$ cat config.mk
export PLATFORM = sky130hd
export DESIGN_NAME = lif_array
export DESIGN_NICKNAME = d
export VERILOG_FILES = /design/src/rtl/lif_pkg.sv /design/src/rtl/lif_update.sv /design/src/rtl/lif_array.sv
export SDC_FILE = /design/constraint.sdc
export NUM_CORES = 1
export LEC_CHECK = 0
export BUFFER_PORTS_ARGS = -buffer_cell sky130_fd_sc_hd__buf_4
export CAP_MARGIN = 5
export CELL_PAD_IN_SITES_DETAIL_PLACEMENT = 0
export CELL_PAD_IN_SITES_GLOBAL_PLACEMENT = 1
export CORE_UTILIZATION = 30
export DETAILED_ROUTE_END_ITERATION = 12
export PLACE_DENSITY = 0.67
export SYNTH_ARGS = -nofsm -noshare
export SYNTH_HDL_FRONTEND = slang
export SYNTH_SLANG_ARGS = --single-unit
$ cat constraint.sdc
create_clock -name clk -period 4.6 [get_ports clk]
set_input_delay 0.92 -clock clk [delete_from_list [all_inputs] [get_ports clk]]
set_output_delay 0.92 -clock clk [all_outputs]
set_load 0.02 [all_outputs]
$ cat src/rtl/lif_pkg.sv
// Shared definitions for the lif_array neuron block: FSM states, default
// parameter values and the saturating adder used by the update datapath.
package lif_pkg;

    typedef enum logic {
        ST_IDLE  = 1'b0,
        ST_SWEEP = 1'b1
    } state_t;

    localparam int LIF_N_CH       = 4;
    localparam int LIF_W          = 8;
    localparam int LIF_LEAK_SHIFT = 1;
    localparam int LIF_REFRAC     = 2;

    // Unsigned add clamped to 2^w-1 (w <= 31); callers truncate to their width.
    function automatic logic [31:0] sat_add(
        input logic [31:0] a,
        input logic [31:0] b,
        input int          w
    );
        logic [32:0] sum;
        logic [32:0] lim;
        sum = {1'b0, a} + {1'b0, b};
        lim = (33'd1 << w) - 33'd1;
        return (sum > lim) ? lim[31:0] : sum[31:0];
    endfunction

endpackage

$ cat src/rtl/lif_update.sv
// Combinational single-channel leaky integrate-and-fire update.
// Refractory hold is compiled in only with LIF_REFRACTORY_EN defined.
module lif_update
    import lif_pkg::*;
#(
    parameter int W          = LIF_W,
    parameter int LEAK_SHIFT = LIF_LEAK_SHIFT
`ifdef LIF_REFRACTORY_EN
    ,
    parameter int REFRAC     = LIF_REFRAC,
    parameter int CW         = 2
`endif
) (
    input  logic [W-1:0]  v,
    input  logic [W-1:0]  c,
    input  logic [W-1:0]  thr,
`ifdef LIF_REFRACTORY_EN
    input  logic [CW-1:0] cnt,
    output logic [CW-1:0] next_cnt,
`endif
    output logic [W-1:0]  next_v,
    output logic          fire
);

    logic [W-1:0] leak;

    always_comb begin
        fire   = (v >= thr);
        leak   = fire ? '0 : (v >> LEAK_SHIFT);
        next_v = W'(sat_add(32'(c), 32'(leak), W));
`ifdef LIF_REFRACTORY_EN
        next_cnt = fire ? CW'(REFRAC) : '0;
        // A held channel ignores its input and stays silent.
        if (cnt != '0) begin
            fire     = 1'b0;
            next_v   = '0;
            next_cnt = cnt - 1'b1;
        end
`endif
    end

endmodule

$ cat src/rtl/lif_array.sv
// Time-multiplexed LIF neuron array: one shared update path, one channel per clock.
// Optional refractory hold via LIF_REFRACTORY_EN.
module lif_array
    import lif_pkg::*;
#(
    parameter int N_CH       = LIF_N_CH,
    parameter int W          = LIF_W,
    parameter int LEAK_SHIFT = LIF_LEAK_SHIFT,
    parameter int REFRAC     = LIF_REFRAC
) (
    input  logic                      clk,
    input  logic                      reset_n,
    input  logic                      tick,
    input  logic [N_CH*W-1:0]         cur_bus,
    input  logic [W-1:0]              thr,
    input  logic [$clog2(N_CH)-1:0]   rd_ch,
    output logic [W-1:0]              v_out,
    output logic [N_CH-1:0]           spk_out,
    output logic                      busy,
    output logic                      done,
    output logic                      overrun
);

    localparam int CHW = $clog2(N_CH);

    if (N_CH < 2 || REFRAC < 0) begin : g_bad_params
        $error("lif_array: N_CH must be >= 2 and REFRAC >= 0");
    end

    state_t              state;
    logic [CHW-1:0]      ch;
    logic [N_CH*W-1:0]   cur_lat;
    logic [W-1:0]        thr_lat;
    logic [W-1:0]        mem [N_CH];
    logic [N_CH-1:0]     spk_acc;
    logic [N_CH-1:0]     spk_next;
    logic [W-1:0]        cur_sel;
    logic [W-1:0]        next_v;
    logic                fire;

    assign cur_sel = cur_lat[int'(ch)*W +: W];
    assign v_out   = mem[rd_ch];

`ifdef LIF_REFRACTORY_EN
    localparam int CW = (REFRAC > 0) ? $clog2(REFRAC + 1) : 1;

    logic [CW-1:0] rc [N_CH];
    logic [CW-1:0] next_cnt;

    lif_update #(
        .W          (W),
        .LEAK_SHIFT (LEAK_SHIFT),
        .REFRAC     (REFRAC),
        .CW         (CW)
    ) u_update (
        .v        (mem[ch]),
        .c        (cur_sel),
        .thr      (thr_lat),
        .cnt      (rc[ch]),
        .next_cnt (next_cnt),
        .next_v   (next_v),
        .fire     (fire)
    );

    always_ff @(posedge clk) begin
        if (!reset_n) begin
            for (int i = 0; i < N_CH; i++) rc[i] <= '0;
        end else if (state == ST_SWEEP) begin
            rc[ch] <= next_cnt;
        end
    end
`else
    lif_update #(
        .W          (W),
        .LEAK_SHIFT (LEAK_SHIFT)
    ) u_update (
        .v      (mem[ch]),
        .c      (cur_sel),
        .thr    (thr_lat),
        .next_v (next_v),
        .fire   (fire)
    );
`endif

    always_comb begin
        spk_next     = spk_acc;
        spk_next[ch] = fire;
    end

    always_ff @(posedge clk) begin
        if (!reset_n) begin
            state   <= ST_IDLE;
            ch      <= '0;
            cur_lat <= '0;
            thr_lat <= '0;
            spk_acc <= '0;
            spk_out <= '0;
            busy    <= 1'b0;
            done    <= 1'b0;
            overrun <= 1'b0;
            for (int i = 0; i < N_CH; i++) mem[i] <= '0;
        end else begin
            done <= 1'b0;
            unique case (state)
                ST_IDLE: begin
                    if (tick) begin
                        cur_lat <= cur_bus;
                        thr_lat <= thr;
                        ch      <= '0;
                        spk_acc <= '0;
                        busy    <= 1'b1;
                        state   <= ST_SWEEP;
                    end
                end
                ST_SWEEP: begin
                    if (tick) overrun <= 1'b1;
                    mem[ch] <= next_v;
                    spk_acc <= spk_next;
                    if (ch == CHW'(N_CH - 1)) begin
                        spk_out <= spk_next;
                        done    <= 1'b1;
                        busy    <= 1'b0;
                        ch      <= '0;
                        state   <= ST_IDLE;
                    end else begin
                        ch <= ch + 1'b1;
                    end
                end
                default: state <= ST_IDLE;
            endcase
        end
    end

endmodule

* Word-level counts from Yosys, hierarchy flattened
Memory sizes are Yosys's and may differ from the RTL's. A register that Yosys moved wholly into a read port is not among the register bits.
Index checks and enable logic that the tools add are counted.
** Word-level totals
- Logic and storage cells :: 54
- Input port bits :: 45
- Bits in writable memories :: 32
- Memories kept :: 1
- Bits in registers :: 54
** Cells by class
- Muxes and demuxes :: 26
- Reductions and logical operators :: 7
- Bitwise logic cells :: 1
- $add $sub $neg :: 2
- Shift operators :: 1
- Order comparisons :: 4
- Equality and inequality tests :: 3
** Memory list
- mem :: depth 4, width 8, read ports 2, clocked after memory_dff 1, wr ports 4, line lif_array.sv:34 : logic [W-1:0] mem [N_CH];
** Operators by type and width (count)
- 32-bit by 6-bit variable part select with 8-bit output :: 1
- 8-bit 2-to-1 mux :: 2
- 1-bit 2-to-1 mux :: 11
- 2-bit 2-to-1 mux :: 5
- 2-bit AND reduction :: 5
- 8-bit by 7-bit adder with 9-bit output :: 1
- 9-bit by 8-bit greater-than comparator with 1-bit output, second input constant :: 1
- 8-bit greater-or-equal comparator :: 1
- 4-bit case mux with 2 select lines :: 1
- 8-bit OR reduction :: 1
- 7-bit 2-to-1 mux :: 1
- 4-bit bitwise mux :: 1
- 4-bit 2-to-1 mux :: 1
- 1-bit case mux with 2 select lines :: 2
- 2-bit case mux with 2 select lines :: 1
- 2-bit by 3-bit less-than comparator with 1-bit output, second input constant :: 1
- 2-bit by 1-bit adder with 2-bit output, second input constant :: 1
- 1-bit demux with 2-bit select :: 1
- 2-bit == test, second input constant :: 1
- 2-bit by 1-bit greater-or-equal comparator with 1-bit output, second input constant :: 1
- 2-bit by 1-bit != test with 1-bit output, second input constant :: 1
- 2-bit != test, second input constant :: 1
- 1-bit logical AND :: 1
- 1-bit NOT :: 1

* Longest topological paths before layout
- Depth in word-level cells :: 6
- Depth in mapped cells :: 16
- Mapped depth without buffers :: 14

* Cells and area by module
Synthesis repeated with hierarchy kept, for this count alone.
** Second synthesis, totals
- Cells, all modules :: 439
- Area, all modules :: 4564.4 um^2
** By module, submodules not included
- lif_array :: instances 1, area each 3937.5 um^2, cells an instance 352
- lif_update :: instances 1, area each 626.9 um^2, cells an instance 87

* Least setup slack after synthesis
Ideal clock, no wire load.
- Path kind :: register -> register
- From :: register (tool-made name)
- To :: memory mem[2][5] in the netlist's numbering, data pin
- Arrival time :: 3.674 ns
- Setup slack :: 0.664 ns
- Stages on the path, launching flop included :: 16
- Setup time :: 0.262 ns
- Path through :: dfxtp_1 buf_2 mux4_2 ha_1 nand2_1 nor4_1 a21oi_2 clkbuf_2 and2_1 ha_1 fa_1 a211oi_1 o21ai_1 o211a_2 nor3_4 nor2_1
** RTL lines (line)
- end: declaration :: lif_array.sv:34

==> impl_metrics.yaml <==
clocking:
  cts_resized: 0
  cts_tree: "done"
  clk-insertion-delay-late_ps: 350
  cts_buffer_depth: 2
  cts_root_buffer: "clkbuf_16"
  hold_buffers: 0
  path_clk_slew_ps: 60
  cts_made_buffers: 9
  clock-sinks: 87
  h-tree-depth: 3
  cts_setup_buffers: 0
worst_setup_path:
  cp_slowest_cell: "mux4_2"
  cp_max_fo: 14
  crit_family: "adder cells"
  end_kind: "flip-flop"
  start_kind: "flip-flop"
  criticalPathCategory: "reg2reg"
  cp_num_buf_inv: 1
  arrival_ps: 4280
  slowest_delay_ps: 560
  cp.required_ps: 4680
  crit_chain: "buf_4, mux4_2, ha_1, nand2_1, nor4_2, a21oi_4, and2_1, ha_1, fa_1, a211oi_1, o21ai_1, o211a_2, nor2_1, nor2_1"
grt:
  grt_antenna_before_repair: 0
  grt_pass1_vias: 3258
  grt_pass1_wl_um: 16730
  grt_max_degree: 57
  grtUsageTotal_pct: 14.88
  overflow: 0
synth:
  netlist-cell-type-count: 42
  synth_area_leaders: "dfxtp_1 (25%), edfxtp_1 (22%), mux4_2 (12%)"
  synth_most_common_cell: "nand2_1"
  synthesis.nets: 498
  synth_ff_type: "dfxtp_1"
  synth_area_um2: 4392
  yosys_warnings: 0
  yosysSeqAreaShare_pct: 46.95
  synth_area_leader_cell: "dfxtp_1"
  ys_ff_latch: 87
  ys_async_sr_fraction_pct: 0
  synth-edff-count: 32
  synth.avg_cell_area_um2: 10.14
  synthTopCellsByCount: "nand2_1 (94), dfxtp_1 (55), a21boi_0 (41), nor2_1 (41), edfxtp_1 (32)"
  synthCells: 433
  synth_top_area_share_pct: 25.07
die:
  die_area_um2: 15130
  die-width_um: 123.0
  core_um2: 14100
  die_h_um: 123.0
  fp-row-count: 43
  start_util_pct: 31.16
  ioPinCount: 60
place:
  gp_congestion: 0.7682
  numPortBuffers: 59
  dp_hpwl_um: 7343
routing:
  routed_wl_um: 10290
  post_drt_wl_per_cell_um: 15.43
  drt_iter0_drc: 178
  drc: 0
  vias_per_cell: 4.840
  drt_first_pass_iters: 4
  num_vias: 3228
  ant_nets: 0
finish:
  utilization_pct: 37.89
  drive_gt1_share_pct: 23.20
  diodes: 0
  fillers: 1444
  areaGrowthSynthToFinish_pct: 21.62
  finalNetCount: 547
timing:
  clock_skew_ps: 7.025
  period_share_pct: 91.27
  setup_viol: 0
  worstMarginPinSlew_ps: 631.1
  layout_min_cycle_time_ps: 4199
  tns_ps: 0
  max_freq_mhz: 238.2
  hold_viol_final: 0
  slew_violations: 0
  slew_headroom_pct: 57.55
  rsz0062_at_grt: "no"
power_and_ir_drop:
  power.leakage_nw: 2.086
  vdd_drop_max_mv: 0.1989
  power_density_nw_per_um2: 373.8
min_path:
  min_path_type: "reg2reg"
run:
  maxCapViolCount: 0
status:
  outcome: "finished clean"
## metal layers
layer  wire length, um  vias up  part of all wire, %  track usage (%)
li1                  -     1611                    -                -
met1              4766     1552                   46            19.46
met2              4990       57                   48            24.33
met3               419        8                  4.1            3.275
met4               116        0                  1.1            4.970
met5                 0        -                    0                0
## where the power goes
group | total (mW) | switching (mW) | internal [mW] | leakage, nW
Combinational | 0.329 | 0.183 | 0.146 | 1.13
Sequential | 0.864 | 0.0231 | 0.840 | 0.783
Clock | 0.804 | 0.304 | 0.500 | 0.169
## stage by stage
stage	power, mW	std cells	worst slack, ps	area [um2]	hold slack (ps)
2_1_floorplan	1.100	433	663.9	4392	440.2
3_3_place_gp	1.204	651	379.4	4992	452.0
3_5_place_dp	1.211	651	339.4	4992	457.6
4_1_cts	2.012	667	311.3	5328	465.8
5_1_grt	2.090	667	41.73	5341	482.3
6_report	1.997	667	401.4	5341	460.3
## tightest hold or removal path, cell delays in order (launching register included)
cell and delay (ps):
dfxtp_1 300, nand2_1 40, a21boi_0 60
## state kept, by name, summed over array words and instances, names as in the netlist, named ones only
register	cells
thr_lat	8
done	1
ch	2
cur_lat	32
spk_out	4
mem	32
state	1
spk_acc	3
overrun	1
busy	1
## path summary, 6_finish.rpt
path                   start    endpoint  slack [ps]  cells past startpoint
setup / recovery   flip-flop   mem[2][2]         400                     14
hold reg to reg   cur_lat[4]  cur_lat[4]         460                      2
setup reg to reg   flip-flop   mem[2][2]         400                     14
hold / removal    cur_lat[4]  cur_lat[4]         460                      2
## cell type report
type	instances	area [um2]	share of cell area, %
clock buffer	12	289.0	5.411
clock inverter	4	46.29	0.8667
inverter	16	60.06	1.124
multi-input combinational	302	2163	40.50
sequential	87	2062	38.60
tap	180	225.2	4.216
timing repair buffer	66	495.5	9.276
## kinds of logic after synthesis
kind of cell    after synthesis  synth area share (%)
simple gates                171                 16.70
xor+xnor                      2                0.3989
mux                          27                 13.02
fa+ha+maj                    20                 5.869
compound gates               82                 12.91
flops                        87                 46.95
buf+inv                      44                 4.160
## placed cells by master, fill, tap and decap left out, types with 2 or more instances in the layout
cell,synthesis,routed
nand2_1,94,94
buf_4,0,66
dfxtp_1,55,55
nor2_1,41,41
a21boi_0,41,41
edfxtp_1,32,32
mux4_2,24,24
ha_1,19,19
inv_1,16,16
a21oi_1,13,13
clkbuf_16,0,11
o21ai_0,9,9
nor3_1,7,7
and2_1,7,7
nor2b_1,7,6
or3_1,4,4
nand3_1,4,4
a211oi_1,3,3
o22ai_1,3,3
a22o_1,3,3
nand2b_1,2,2
o21a_1,2,2
mux2i_1,2,2
a21o_1,2,2
clkinv_2,0,2
(Power assumes the default switching activity.)
